<file path="src/rtl/nibble_add_seq.sv">
// Wide adder sequencer: drives one external 4-bit adder a nibble per clock,
// LSB first, with valid/ready handshakes on the operand and result sides.
module nibble_add_seq #(
  parameter int NIBBLES = 4
) (
  input  logic                   clk,
  input  logic                   rst_n,
  input  logic                   in_valid,
  output logic                   in_ready,
  input  logic [4*NIBBLES-1:0]   op_a,
  input  logic [4*NIBBLES-1:0]   op_b,
  input  logic                   op_cin,
  output logic [3:0]             add_a,
  output logic [3:0]             add_b,
  output logic                   add_cin,
  input  logic [3:0]             add_sum,
  input  logic                   add_cout,
  output logic                   out_valid,
  input  logic                   out_ready,
  output logic [4*NIBBLES-1:0]   result,
  output logic                   cout,
  output logic                   ovf
);

  localparam int W  = 4 * NIBBLES;
  localparam int IW = (NIBBLES > 1) ? $clog2(NIBBLES) : 1;

  localparam logic [1:0] S_IDLE = 2'd0;
  localparam logic [1:0] S_RUN  = 2'd1;
  localparam logic [1:0] S_DONE = 2'd2;

  localparam logic [IW-1:0] LAST_IDX = IW'(NIBBLES - 1);
  localparam logic [IW-1:0] IDX_ONE  = IW'(1);
  localparam logic [IW-1:0] IDX_ZERO = IW'(0);

  logic [1:0]    state_q,  state_d;
  logic [IW-1:0] idx_q,    idx_d;
  logic          carry_q,  carry_d;
  logic          ovf_q,    ovf_d;
  logic [W-1:0]  a_q,      a_d;
  logic [W-1:0]  b_q,      b_d;
  logic [W-1:0]  result_q, result_d;

  // Two's-complement overflow from the operand sign bits and the result sign bit.
  function automatic logic signed_ovf(input logic sign_a, input logic sign_b,
                                      input logic sign_r);
    signed_ovf = (sign_a == sign_b) && (sign_r != sign_a);
  endfunction

  // Next-state and datapath update for the IDLE -> RUN -> DONE sequence.
  always_comb begin
    state_d  = state_q;
    idx_d    = idx_q;
    carry_d  = carry_q;
    ovf_d    = ovf_q;
    a_d      = a_q;
    b_d      = b_q;
    result_d = result_q;
    case (state_q)
      S_IDLE: begin
        if (in_valid) begin
          a_d      = op_a;
          b_d      = op_b;
          carry_d  = op_cin;
          idx_d    = IDX_ZERO;
          ovf_d    = 1'b0;
          result_d = {W{1'b0}};
          state_d  = S_RUN;
        end else begin
          state_d  = S_IDLE;
        end
      end
      S_RUN: begin
        result_d[{idx_q, 2'b00} +: 4] = add_sum;
        carry_d = add_cout;
        // Sign of the whole result is bit 3 of the last nibble's sum.
        if (idx_q == LAST_IDX) begin
          idx_d   = IDX_ZERO;
          ovf_d   = signed_ovf(a_q[W-1], b_q[W-1], add_sum[3]);
          state_d = S_DONE;
        end else begin
          idx_d   = idx_q + IDX_ONE;
          state_d = S_RUN;
        end
      end
      S_DONE: begin
        if (out_ready) begin
          state_d = S_IDLE;
        end else begin
          state_d = S_DONE;
        end
      end
      default: begin
        state_d = S_IDLE;
        idx_d   = IDX_ZERO;
      end
    endcase
  end

  // State and datapath registers.
  always_ff @(posedge clk or negedge rst_n) begin
    if (!rst_n) begin
      state_q  <= S_IDLE;
      idx_q    <= IDX_ZERO;
      carry_q  <= 1'b0;
      ovf_q    <= 1'b0;
      a_q      <= {W{1'b0}};
      b_q      <= {W{1'b0}};
      result_q <= {W{1'b0}};
    end else begin
      state_q  <= state_d;
      idx_q    <= idx_d;
      carry_q  <= carry_d;
      ovf_q    <= ovf_d;
      a_q      <= a_d;
      b_q      <= b_d;
      result_q <= result_d;
    end
  end

  // Output decode: adder is only driven in RUN, flags only shown in DONE.
  always_comb begin
    in_ready  = (state_q == S_IDLE);
    out_valid = (state_q == S_DONE);
    result    = result_q;
    if (state_q == S_RUN) begin
      add_a   = a_q[{idx_q, 2'b00} +: 4];
      add_b   = b_q[{idx_q, 2'b00} +: 4];
      add_cin = carry_q;
    end else begin
      add_a   = 4'h0;
      add_b   = 4'h0;
      add_cin = 1'b0;
    end
    if (state_q == S_DONE) begin
      cout = carry_q;
      ovf  = ovf_q;
    end else begin
      cout = 1'b0;
      ovf  = 1'b0;
    end
  end

endmodule

</file>
<file path="config.mk">
export PLATFORM = sky130hd
export DESIGN_NAME = nibble_add_seq
export DESIGN_NICKNAME = d
export VERILOG_FILES = /design/src/rtl/nibble_add_seq.sv
export SDC_FILE = /design/constraint.sdc
export NUM_CORES = 1
export LEC_CHECK = 0
export BUFFER_PORTS_ARGS = -buffer_cell sky130_fd_sc_hd__buf_2
export CAP_MARGIN = 15
export CORE_ASPECT_RATIO = 0.9
export CORE_MARGIN = 2
export CORE_UTILIZATION = 52
export CTS_CLUSTER_DIAMETER = 60
export DETAILED_ROUTE_END_ITERATION = 16
export GPL_TIMING_DRIVEN = 0
export PLACE_DENSITY = 0.8
export SLEW_MARGIN = 40
export SYNTH_ARGS = -nofsm -noshare
export SYNTH_HDL_FRONTEND = slang
export SYNTH_SLANG_ARGS = --single-unit
</file>
<file path="constraint.sdc">
create_clock -name clk -period 2.33 [get_ports clk]
set_input_delay 0.466 -clock clk [delete_from_list [all_inputs] [get_ports clk]]
set_output_delay 0.466 -clock clk [all_outputs]
set_load 0.01 [all_outputs]
</file>
# Yosys cells after proc, flatten, opt, wreduce, memory -nomap -nowiden
# Index checks and enable logic that the tools add are counted.
# totals
register_bits	54
input_bits	42
output_inout_bits	29
word_cells	48
# op_classes
n_addsub	2
n_eq_ne	7
shift	4
muxes	20
bitwise	1
n_reduce_logical	7
# ops
cell	n
case mux 16 bit (2 select lines)	1
variable part select 16 x 5 -> 4 bit	2
bitwise mux 16 bit	1
two-way mux 16 bit	1
variable shift 4 x 6 -> 16 bit, first input constant	1
variable part select 4 x 6 -> 16 bit	1
case mux 2 bit (3 select lines)	2
two-way mux 2 bit	4
two-way mux 4 bit	2
two-way mux 1 bit	7
negation 4 -> 6 bit	1
AND reduction 2 bit	3
== test 2 bit, second input constant	2
!= test 2 bit, second input constant	2
case mux 1 bit (2 select lines)	2
AND reduction 3 bit	1
adder 2 x 1 -> 2 bit, second input constant	1
== test 2 x 1 -> 1 bit, second input constant	1
logical NOT 2 bit	1
nonzero test 2 bit	1
== test 1 bit	1
logical AND 1 bit	1
!= test 1 bit	1
NOT 1 bit	1

# Logic depth before layout (Yosys ltp)
# Gate-level depths: netlist of run 1.
# depth
word_depth	4
ltp_mapped	7
ltp_nobuf	5

# Least setup slack after synthesis of run 1
# No wires, ideal clock.
# synth_path
path_type	reg-to-reg
start	reg idx_q[1]
end	reg result_q[4], in the netlist result[4]
setup_ns	0.067
arrival_time_ns	1.716
t_required_ns	2.263
setup_slack_ns	0.547
path_stages_with_launch	7
path_buffers	1
synth_period_minus_slack_ns	1.783
cell_sequence	dfrtp_1 -> clkbuf_1 -> inv_1 -> ha_1 -> inv_1 -> nor4_2 -> a22o_1
# synth_via
elab_chain_cells	4
elab_cells_between_ends	5
classes_between	add/sub: 1; shift: 2; mux: 2
# synth_rtl
item	line_no	rtl
start: declaration	37	logic [IW-1:0] idx_q, idx_d;
start signal: assignment	112	idx_q <= idx_d;
negation 4 -> 6 bit (*)	74	result_d[{idx_q, 2'b00} +: 4] = add_sum;
variable part select 4 x 6 -> 16 bit / variable shift 4 x 6 -> 16 bit (equally long branches)	74	
bitwise mux 16 bit (*)	74	
case mux 16 bit (2 select lines) (*)	59	case (state_q)
end signal: assignment	109	result_q <= {W{1'b0}};
end signal: assignment	117	result_q <= result_d;
end: declaration	42	logic [W-1:0] result_q, result_d;
# Every way passes the cells marked *; elsewhere a longest branch is shown, timed or not.
# A chain may end at the register's enable or synchronous reset.

# Worst setup path in the final report of run 1
# layout_path
start	reg idx_q[0]
end	out add_b[2]
# layout_via
elab_chain_cells	2
# layout_rtl
item	line_no	rtl
variable part select 16 x 5 -> 4 bit	128	add_b = b_q[{idx_q, 2'b00} +: 4];
two-way mux 4 bit	126	if (state_q == S_RUN) begin
end: declaration	14	output logic [3:0] add_b,
# Every way passes these cells.

==> results of run 1 <==
==> repair_timing <==
item                                    CTS  global route
endpoints found under the setup margin    8             4
buffers inserted                          0             3
pin swaps                                 0             0
gates resized for setup                   1             1
==> sequential cells by signal, indices dropped and copies added, names as in the netlist <==
name / cells
result: 16
a_q: 16
b_q: 16
state_q: 2
ovf_q: 1
idx_q: 2
carry_q: 1
==> stage by stage <==
stage | hold WS (ns) | instance area (sq um)
after global placement | 0.471 | 2970
after detailed placement | 0.486 | 2980
final | 0.186 | 3110
after floorplan | 0.170 | 2540
after global routing | 0.239 | 3110
after CTS | 0.207 | 3090
==> routing by layer <==
layer  wire, microns  vias to the layer above  share of wire (%)  track usage, %
li1                -                      819                  -               -
met1            2320                      883                 45            29.0
met2            2490                       62                 48            31.8
met3             308                        6                5.9            5.30
met4              71                        0                1.4            5.36
met5               0                        -                  0               0
==> cells in the mapped netlist, types with 2 or more instances <==
library cell   n
mux2_2        30
dfrtp_1       54
nand2b_1       3
o32ai_1        2
nand2_1        6
mux4_1         4
buf_2          3
mux2_1         2
buf_4          3
nor2_1         5
nor2b_1        3
ha_1           6
mux4_2         4
o21ai_0        3
nor4_2         2
inv_1          5
a21o_1         4
and2_1         9
a22o_1        16
==> power breakdown <==
part	switching [mW]	internal, mW	leakage, nW
clock	0.302	0.317	0.0579
combinational	0.865	0.997	0.797
sequential	0.197	1.32	0.672
total	1.36	2.63	1.53
==> worst max-delay path: stages, from the launching register on <==
cell and delay [ns]:
dfrtp_1 0.41, buf_6 0.16, buf_12 0.13, mux4_2 0.48, and2_1 0.17, buf_2 0.13
==> how the worst min path moves through the flow <==
stage	start	end	slack [ns]
2_1_floorplan	rst_n	a_q[0]$_DFFE_PN0N_	0.17
3_3_place_gp	b_q[2]$_DFFE_PN0N_	b_q[2]$_DFFE_PN0N_	0.47
3_5_place_dp	result[5]$_DFFE_PN0P_	result[5]$_DFFE_PN0P_	0.49
4_1_cts	rst_n	ovf_q$_DFFE_PN0P_	0.21
5_1_grt	rst_n	ovf_q$_DFFE_PN0P_	0.24
6_report	rst_n	a_q[6]$_DFFE_PN0N_	0.19
==> cell usage in the layout (no fill, tap or decap), types with 2 or more instances in the layout <==
| master | n |
|---|---|
| nand2_1 | 6 |
| o21ai_0 | 3 |
| o32ai_1 | 2 |
| nor2_1 | 5 |
| dfrtp_1 | 54 |
| mux4_1 | 4 |
| ha_1 | 6 |
| mux2_1 | 2 |
| buf_4 | 7 |
| nor4_2 | 2 |
| nor2b_1 | 3 |
| mux2_2 | 30 |
| clkinv_2 | 2 |
| a22o_1 | 16 |
| nand2b_1 | 3 |
| buf_2 | 72 |
| and2_1 | 9 |
| inv_1 | 5 |
| clkbuf_8 | 5 |
| mux4_2 | 4 |
| a21o_1 | 4 |
==> logic make-up (layout without fill, tap and decap cells) <==
kind of cell             count (synthesis)  in the layout
buffers and inverters                   14             95
multiplexers                            40             40
adder cells (fa/ha/maj)                  6              6
flip-flops                              54             54
AND/OR/NAND/NOR                         36             36
AO/OA/AOI/OAI                           30             30
==> layout make-up <==
class,count,area [sq um],area share [%]
inverter,5,18.8,0.603
timing repair buffer,73,375,12.1
tap,65,81.3,2.61
clock inverter,3,40.0,1.29
sequential,54,1350,43.4
multi-input combinational,112,1100,35.5
buffer,9,73.8,2.37
clock buffer,5,68.8,2.21
==> flow_summary.ini, run 1 <==
[routing]
wire_per_inst_microns = 15.9
finalWirelength_mm = 5.18
drtIter0Drc = 113
drt_antenna_net_count = 0
num_vias = 1770
drtPass1Iterations = 4
route.detailed.drc = 0
routed_via_density = 5.43

[worst_setup_path]
setup.worst_path.start_class = flop
critPathRequiredTime_ns = 1.86
regToRegSetupSlack_ns = 0.28
timing.critical_path.from = idx_q[0]$_DFFE_PN0P_
worst_case_reg_to_reg_path_depth = 8
timing.critical_path.arrival_ns = 1.80
highest_fanout_seen_on_the_critical_path = 7
reg2reg_to = result[4]$_DFFE_PN0P_
endpoint_of_the_worst_setup_timing_path = add_b[2]
worstReg2RegStart = idx_q[0]$_DFFE_PN0P_
end_kind = primary output
critical_path_class = reg -> out

[placement]
place_inst = 315
place_congestion = 0.830
place_hpwl_mm = 3.68
dp_worst_setup_slack_ns = 0.118
port_buffer_count = 70

[floorplan]
floorplan.initialDensity_pct = 53.2
y_dimension_of_the_die_microns = 70.3
floorplan.die.width_microns = 77.7
fp.dieArea_sq_mm = 0.00547
rows = 24
floorplan.core_area_sq_mm = 0.00477
io_pins = 71

[clock_tree]
number_of_hold_buffers_added_after_cts = 0
cts_num_sinks = 54
clk_pin_slew_worst_paths_ns = 0.10
cts_htree_levels = 2
tritoncts.num_buffers = 5
root_buffer = clkbuf_8
insertion_delay_ns = 0.31
clockBufferDepth = 2
cts_tree = built

[global_route]
leftover_overflow_at_the_end_of_global_routing = 0
first_global_vias = 1815
antenna_found_initial = 0
grt_pass1_wl_mm = 8.71
grt_max_degree = 55
grt_usage_pct = 20.5

[logic_synthesis]
synth_async_sr_flop_share_pct = 100
dominantRegCellSynth = dfrtp_1
synthesis.instances = 180
mappedNetlistNets = 228
post_synth_and_or_nand_nor_area_fraction_pct = 9.30
synthesis.yosys.warnings = 0
synth.area.mux_share_pct = 21.9
yosys.cell_types.count = 35
synthAdderAreaFrac_pct = 2.95
synth_edf_count = 0
synth_top_family_by_area = multiplexers
synth.yosys.seq_area_share_pct = 53.1
synth_top_area_share_pct = 53.1
yosys.area_share.xor_xnor_pct = 0
synth_area_leader_cell = dfrtp_1
synth.avg_cell_area_sq_um = 14.1
ys_top_cells_by_area = dfrtp_1, mux2_2, a22o_1
postSynthRegisterBits = 54
synthesized_area_fraction_occupied_by_ao_oa_aoi_and_oai_cells_pct = 9.35
synth_area_sq_mm = 0.00254

[layout]
final_cell_count_no_fill = 326
layout.core_utilization_pct = 65.2
final.fill_count = 359
fraction_of_layout_cells_with_a_size_suffix_above_1_pct = 49.4
area_growth_syn_to_layout_pct = 22.5
fin_nets = 308
antenna-diode-count = 0

[worst_hold_path]
min_path_type = in -> async

[pwr]
power_mw = 4.00
power_density_mw_per_mm2 = 1280
max-vdd-ir-drop_mv = 0.614
p_leak_nw = 1.53

[sta]
finalWorstPathRequiredPeriod_ns = 2.27
setup_total_negative_slack_ns = 0
post-route-worst-setup-slack_ns = 0.0597
skew_ns = 0.0122
worst_pin_slew_ns = 0.674
total_of_endpoints_with_negative_setup_slack_in_the_final_report = 0
finalCritPeriodShare_pct = 97.4
report.final.hold_viol_count = 0
drv_slew = 0
timing.fmax_ghz = 0.440
timing.max_slew.rel_slack_pct = 55.1

[job]
maxCapViolations = 0

[status]
outcome = finished clean
Note: power is estimated with default switching activity, not from simulation.
==> run 2: changes to the inputs <==
==> config.mk (replaced) <==
export PLATFORM = sky130hd
export DESIGN_NAME = nibble_add_seq
export DESIGN_NICKNAME = d
export VERILOG_FILES = /design/src/rtl/nibble_add_seq.sv
export SDC_FILE = /design/constraint.sdc
export NUM_CORES = 1
export LEC_CHECK = 0
export CAP_MARGIN = 15
export CORE_ASPECT_RATIO = 0.9
export CORE_MARGIN = 2
export CORE_UTILIZATION = 60
export CTS_CLUSTER_DIAMETER = 60
export DETAILED_ROUTE_END_ITERATION = 16
export DONT_BUFFER_PORTS = 1
export GPL_TIMING_DRIVEN = 0
export PLACE_DENSITY = 0.76
export SLEW_MARGIN = 40
export SYNTH_ARGS = -nofsm -noshare
export SYNTH_HDL_FRONTEND = slang
export SYNTH_SLANG_ARGS = --single-unit
==> run 2 against run 1 <==
Net effect: hold slack got worse by 0.18 ns; first-iteration DRC count down 37%; routed wire length is 4.0% lower; highest routed layer unchanged.
==> flow_summary.ini, run 2 (synthesis gave the netlist of run 1 again) <==
[global_route]
leftover_overflow_at_the_end_of_global_routing = 0
antenna_found_initial = 0
grt_usage_pct = 22.5
first_global_vias = 1622
grt_pass1_wl_mm = 7.97
grt_max_degree = 55

[floorplan]
fp.dieArea_sq_mm = 0.00477
rows = 22
floorplan.die.width_microns = 72.6
io_pins = 71
floorplan.initialDensity_pct = 62.4
floorplan.core_area_sq_mm = 0.00407
y_dimension_of_the_die_microns = 65.8

[sta]
skew_ns = 0.00953
worst_pin_slew_ns = 0.436
timing.fmax_ghz = 0.453
total_of_endpoints_with_negative_setup_slack_in_the_final_report = 0
timing.max_slew.rel_slack_pct = 70.7
report.final.hold_viol_count = 0
grt_setup_unrepaired = false
drv_slew = 0
setup_total_negative_slack_ns = 0
finalWorstPathRequiredPeriod_ns = 2.21
finalCritPeriodShare_pct = 94.8

[layout]
layout_common_cells = dfrtp_1, mux2_2, a22o_1, and2_1
fin_area_sq_mm = 0.00274
antenna-diode-count = 0
fraction_of_layout_cells_with_a_size_suffix_above_1_pct = 30.2
ff_latch_area_sq_mm = 0.00135
multi_input_comb_area_sq_mm = 0.00110
final.fill_count = 309
area_growth_syn_to_layout_pct = 7.78
fin_nets = 236
final_common_cell = dfrtp_1

[clock_tree]
insertion_delay_ns = 0.30
root_buffer = clkbuf_8
cts_htree_levels = 2
cts_tree = built
postCtsSetupRepairBufs = 0
tritoncts.num_buffers = 5
cts_num_sinks = 54
clockBufferDepth = 2
clk_pin_slew_worst_paths_ns = 0.09

[pwr]
power.combinational.fraction_pct = 42.4
share_seq_of_total_power_pct = 41.6
p_leak_nw = 1.21
max-vdd-ir-drop_mv = 0.674
internal_power_mw = 2.45
power_share_of_the_clock_group_pct = 16.0
switching_power_of_the_nets_mw = 1.30
power.share.switching_pct = 34.7
power_density_mw_per_mm2 = 1370
power_mw = 3.76

[placement]
place_congestion = 0.860
placement.cell_area_sq_mm = 0.00260
place_hpwl_mm = 3.66
port_buffer_count = 0

[worst_hold_path]
min_path_type = in -> async

[routing]
finalWirelength_mm = 4.98
num_vias = 1510
drtPass1Iterations = 4
routed_via_density = 6.37
route.detailed.drc = 0
drt_antenna_net_count = 0
wire_per_inst_microns = 21.0
drtIter0Drc = 71

[job]
maxCapViolations = 0

[status]
outcome = finished clean

[worst_setup_path]
timing.critical_path.arrival_ns = 1.74
critPathRequiredTime_ns = 1.86
end_kind = primary output
critical_path_class = reg -> out
highest_fanout_seen_on_the_critical_path = 10
setup.worst_path.start_class = flop
[run 2: timing repair]
item                                   CTS  global route
hold buffers                             1             0
setup endpoints to repair                0             4
resized for setup                        0             2
endpoints found under the hold margin   54             0
[run 2: power groups by stage]
stage / registers (mW) / logic [mW] / clock network [mW]
2_1_floorplan: 1.50 / 1.33 / 0
3_3_place_gp: 1.55 / 1.51 / 0
3_5_place_dp: 1.58 / 1.59 / 0
4_1_cts: 1.56 / 1.61 / 0.618
5_1_grt: 1.61 / 1.74 / 0.648
6_report: 1.56 / 1.60 / 0.602
[run 2: area by class of cell]
class | instances | share of cell area (%)
flip-flops and latches | 54 | 49.3
inverters | 5 | 0.685
repair buffers | 1 | 1.00
well taps | 48 | 2.19
clock inverters | 3 | 1.46
clock buffers | 5 | 2.51
plain buffers | 9 | 2.51
multi-input cells | 112 | 40.3
[run 2: layer usage]
layer | GRT usage, % | wire (microns) | vias up
met4 | 6.02 | 40 | 0
met1 | 28.5 | 2130 | 771
met2 | 37.0 | 2470 | 58
met5 | 0 | 0 | -
li1 | - | - | 676
met3 | 7.67 | 336 | 5
[run 2: worst paths after layout]
check / start / end / slack [ns] / cells after the start
max: idx_q[0]$_DFFE_PN0P_ / add_a[1] / 0.12 / 4
min reg2reg: a_q[10]$_DFFE_PN0N_ / a_q[10]$_DFFE_PN0N_ / 0.49 / 1
min in group clk: out_ready / state_q[1]$_DFF_PN0_ / 0.27 / 1
max reg2reg: idx_q[1]$_DFFE_PN0P_ / result[6]$_DFFE_PN0P_ / 0.30 / 6
min: rst_n / a_q[13]$_DFFE_PN0N_ / 0.005 / 1
max in group asynchronous: rst_n / result[12]$_DFFE_PN0P_ / 2.09 / 1
[run 2: metrics by stage]
stage	utilization [%]	setup WS (ns)	instances	hold slack (ns)
floorplan	-	0.547	180	0.170
global route	67.3	0.0450	237	0.0187
detailed placement	63.9	0.0956	228	0.172
global placement	63.9	0.187	228	0.172
CTS	67.2	0.0567	237	0.0192
finish	67.3	0.120	237	0.00468
[run 2: critical path: stages (launching register included)]
cell and delay [ns]:
dfrtp_1 0.43, buf_6 0.16, buf_8 0.15, mux4_2 0.49, and2_1 0.21
==> run 3: changes to the inputs <==
--- a/config.mk
+++ b/config.mk
@@ -14,6 +14,7 @@
 export DONT_BUFFER_PORTS = 1
 export GPL_TIMING_DRIVEN = 0
 export PLACE_DENSITY = 0.76
+export RECOVER_POWER = 25
 export SLEW_MARGIN = 40
 export SYNTH_ARGS = -nofsm -noshare
 export SYNTH_HDL_FRONTEND = slang
==> run 3 against run 2 <==
Net effect: clock power about the same; utilization down 0.55 points; critical path depth unchanged; via count unchanged; routed wire length about the same; combinational power about the same; hold slack better by 0.26 ns; maximum frequency about the same; non-clock buffer count unchanged; worst setup slack better by 0.00051 ns; design area down 0.82%; critical path type unchanged; clock-buffer cell count unchanged.
==> flow_summary.ini, run 3 (synthesis gave the netlist of run 1 again) <==
[layout]
fin_area_sq_mm = 0.00272
layout_common_cells = dfrtp_1, mux2_2, a22o_1, and2_1
final_cell_count_no_fill = 237
area_growth_syn_to_layout_pct = 6.89
antenna-diode-count = 0
fraction_of_layout_cells_with_a_size_suffix_above_1_pct = 30.2
final_common_cell = dfrtp_1
layout.core_utilization_pct = 66.7
fin_nets = 236
final.fill_count = 311

[clock_tree]
cts_tree = built
clk_pin_slew_worst_paths_ns = 0.09
tritoncts.num_buffers = 5
cts_num_sinks = 54
root_buffer = clkbuf_8
postCtsSetupRepairBufs = 0
clockBufferDepth = 2
cts_htree_levels = 2
insertion_delay_ns = 0.30

[worst_setup_path]
setup.worst_path.start_class = flop
end_kind = primary output
critical_path_class = reg -> out
critPathRequiredTime_ns = 1.86
regToRegSetupSlack_ns = 0.30
timing.critical_path.arrival_ns = 1.74
highest_fanout_seen_on_the_critical_path = 10

[pwr]
p_leak_nw = 1.20
power_mw = 3.76
max-vdd-ir-drop_mv = 0.674
power_density_mw_per_mm2 = 1380

[floorplan]
io_pins = 71
rows = 22
floorplan.core_area_sq_mm = 0.00407
floorplan.die.width_microns = 72.6
y_dimension_of_the_die_microns = 65.8
floorplan.initialDensity_pct = 62.4
fp.dieArea_sq_mm = 0.00477

[placement]
place_congestion = 0.860
port_buffer_count = 0
place_inst = 228
dp_worst_setup_slack_ns = 0.0956
placement.cell_area_sq_mm = 0.00260
place_hpwl_mm = 3.66

[global_route]
grt_pass1_wl_mm = 7.97
first_global_vias = 1622
grt_usage_pct = 22.5
antenna_found_initial = 0
leftover_overflow_at_the_end_of_global_routing = 0
grt_max_degree = 55

[status]
outcome = finished clean

[job]
maxCapViolations = 0

[routing]
wire_per_inst_microns = 21.0
drtPass1Iterations = 4
route.detailed.drc = 0
drtIter0Drc = 71
drt_antenna_net_count = 0
finalWirelength_mm = 4.98
num_vias = 1510
routed_via_density = 6.37

[sta]
post-route-worst-setup-slack_ns = 0.121
finalCritPeriodShare_pct = 94.8
worst_hold_slack_ns = 0.266
total_of_endpoints_with_negative_setup_slack_in_the_final_report = 0
timing.fmax_ghz = 0.453
skew_ns = 0.00954
drv_slew = 0
timing.max_slew.rel_slack_pct = 15.7
report.final.hold_viol_count = 0
worst_pin_slew_ns = 1.26
grt_setup_unrepaired = false
finalWorstPathRequiredPeriod_ns = 2.21
setup_total_negative_slack_ns = 0

[worst_hold_path]
min_path_type = in -> reg
==> run 3: changes by cell type in the layout (fill, tap and decap cells not counted), sizes merged <==
cell	before	now
clkbuf	6	7
buf	9	8
==> run 3: what timing repair did <==
item,CTS,global route
hold buffers,1,0
gates resized for setup,0,2
endpoints found under the setup margin,0,4
hold endpoints to repair,54,0
==> run 3: critical path, stage by stage, from the launching register on <==
cell     delay (ns)
dfrtp_1        0.43
buf_6          0.16
buf_8          0.15
mux4_2         0.49
and2_1         0.21
==> run 3: final cells by class <==
cell class / instances / area (sq um) / area share (%)
clock inverters: 3 / 40.0 / 1.47
repair buffers: 1 / 5.00 / 0.184
inverters: 5 / 18.8 / 0.691
multi-input cells: 112 / 1100 / 40.7
plain buffers: 9 / 68.8 / 2.53
well taps: 48 / 60.1 / 2.21
clock buffers: 5 / 68.8 / 2.53
flip-flops and latches: 54 / 1350 / 49.7
==> run 3: report_power, final <==
part	total [mW]	internal, mW	switching, mW
registers	1.56	1.32	0.243
clock network	0.602	0.316	0.286
logic	1.59	0.815	0.776
==> run 3: metal layers <==
layer  up-vias  share of wire [%]  GRT usage [%]  routed length (microns)
met5         -                  0              0                        0
met1       771                 43           28.5                     2140
met3         5                6.7           7.67                      336
met4         0               0.80           6.02                       40
li1        676                  -              -                        -
met2        58                 50           37.0                     2470
==> run 3: worst paths after layout <==
kind,start,end,depth (start not counted)
setup / recovery,idx_q[0]$_DFFE_PN0P_,add_a[1],4
hold / removal,out_ready,state_q[1]$_DFF_PN0_,1
setup reg to reg,idx_q[1]$_DFFE_PN0P_,result[6]$_DFFE_PN0P_,6
hold reg to reg,a_q[10]$_DFFE_PN0N_,a_q[10]$_DFFE_PN0N_,1
max in group asynchronous,rst_n,result[12]$_DFFE_PN0P_,1
min in group asynchronous,rst_n,a_q[13]$_DFFE_PN0N_,1
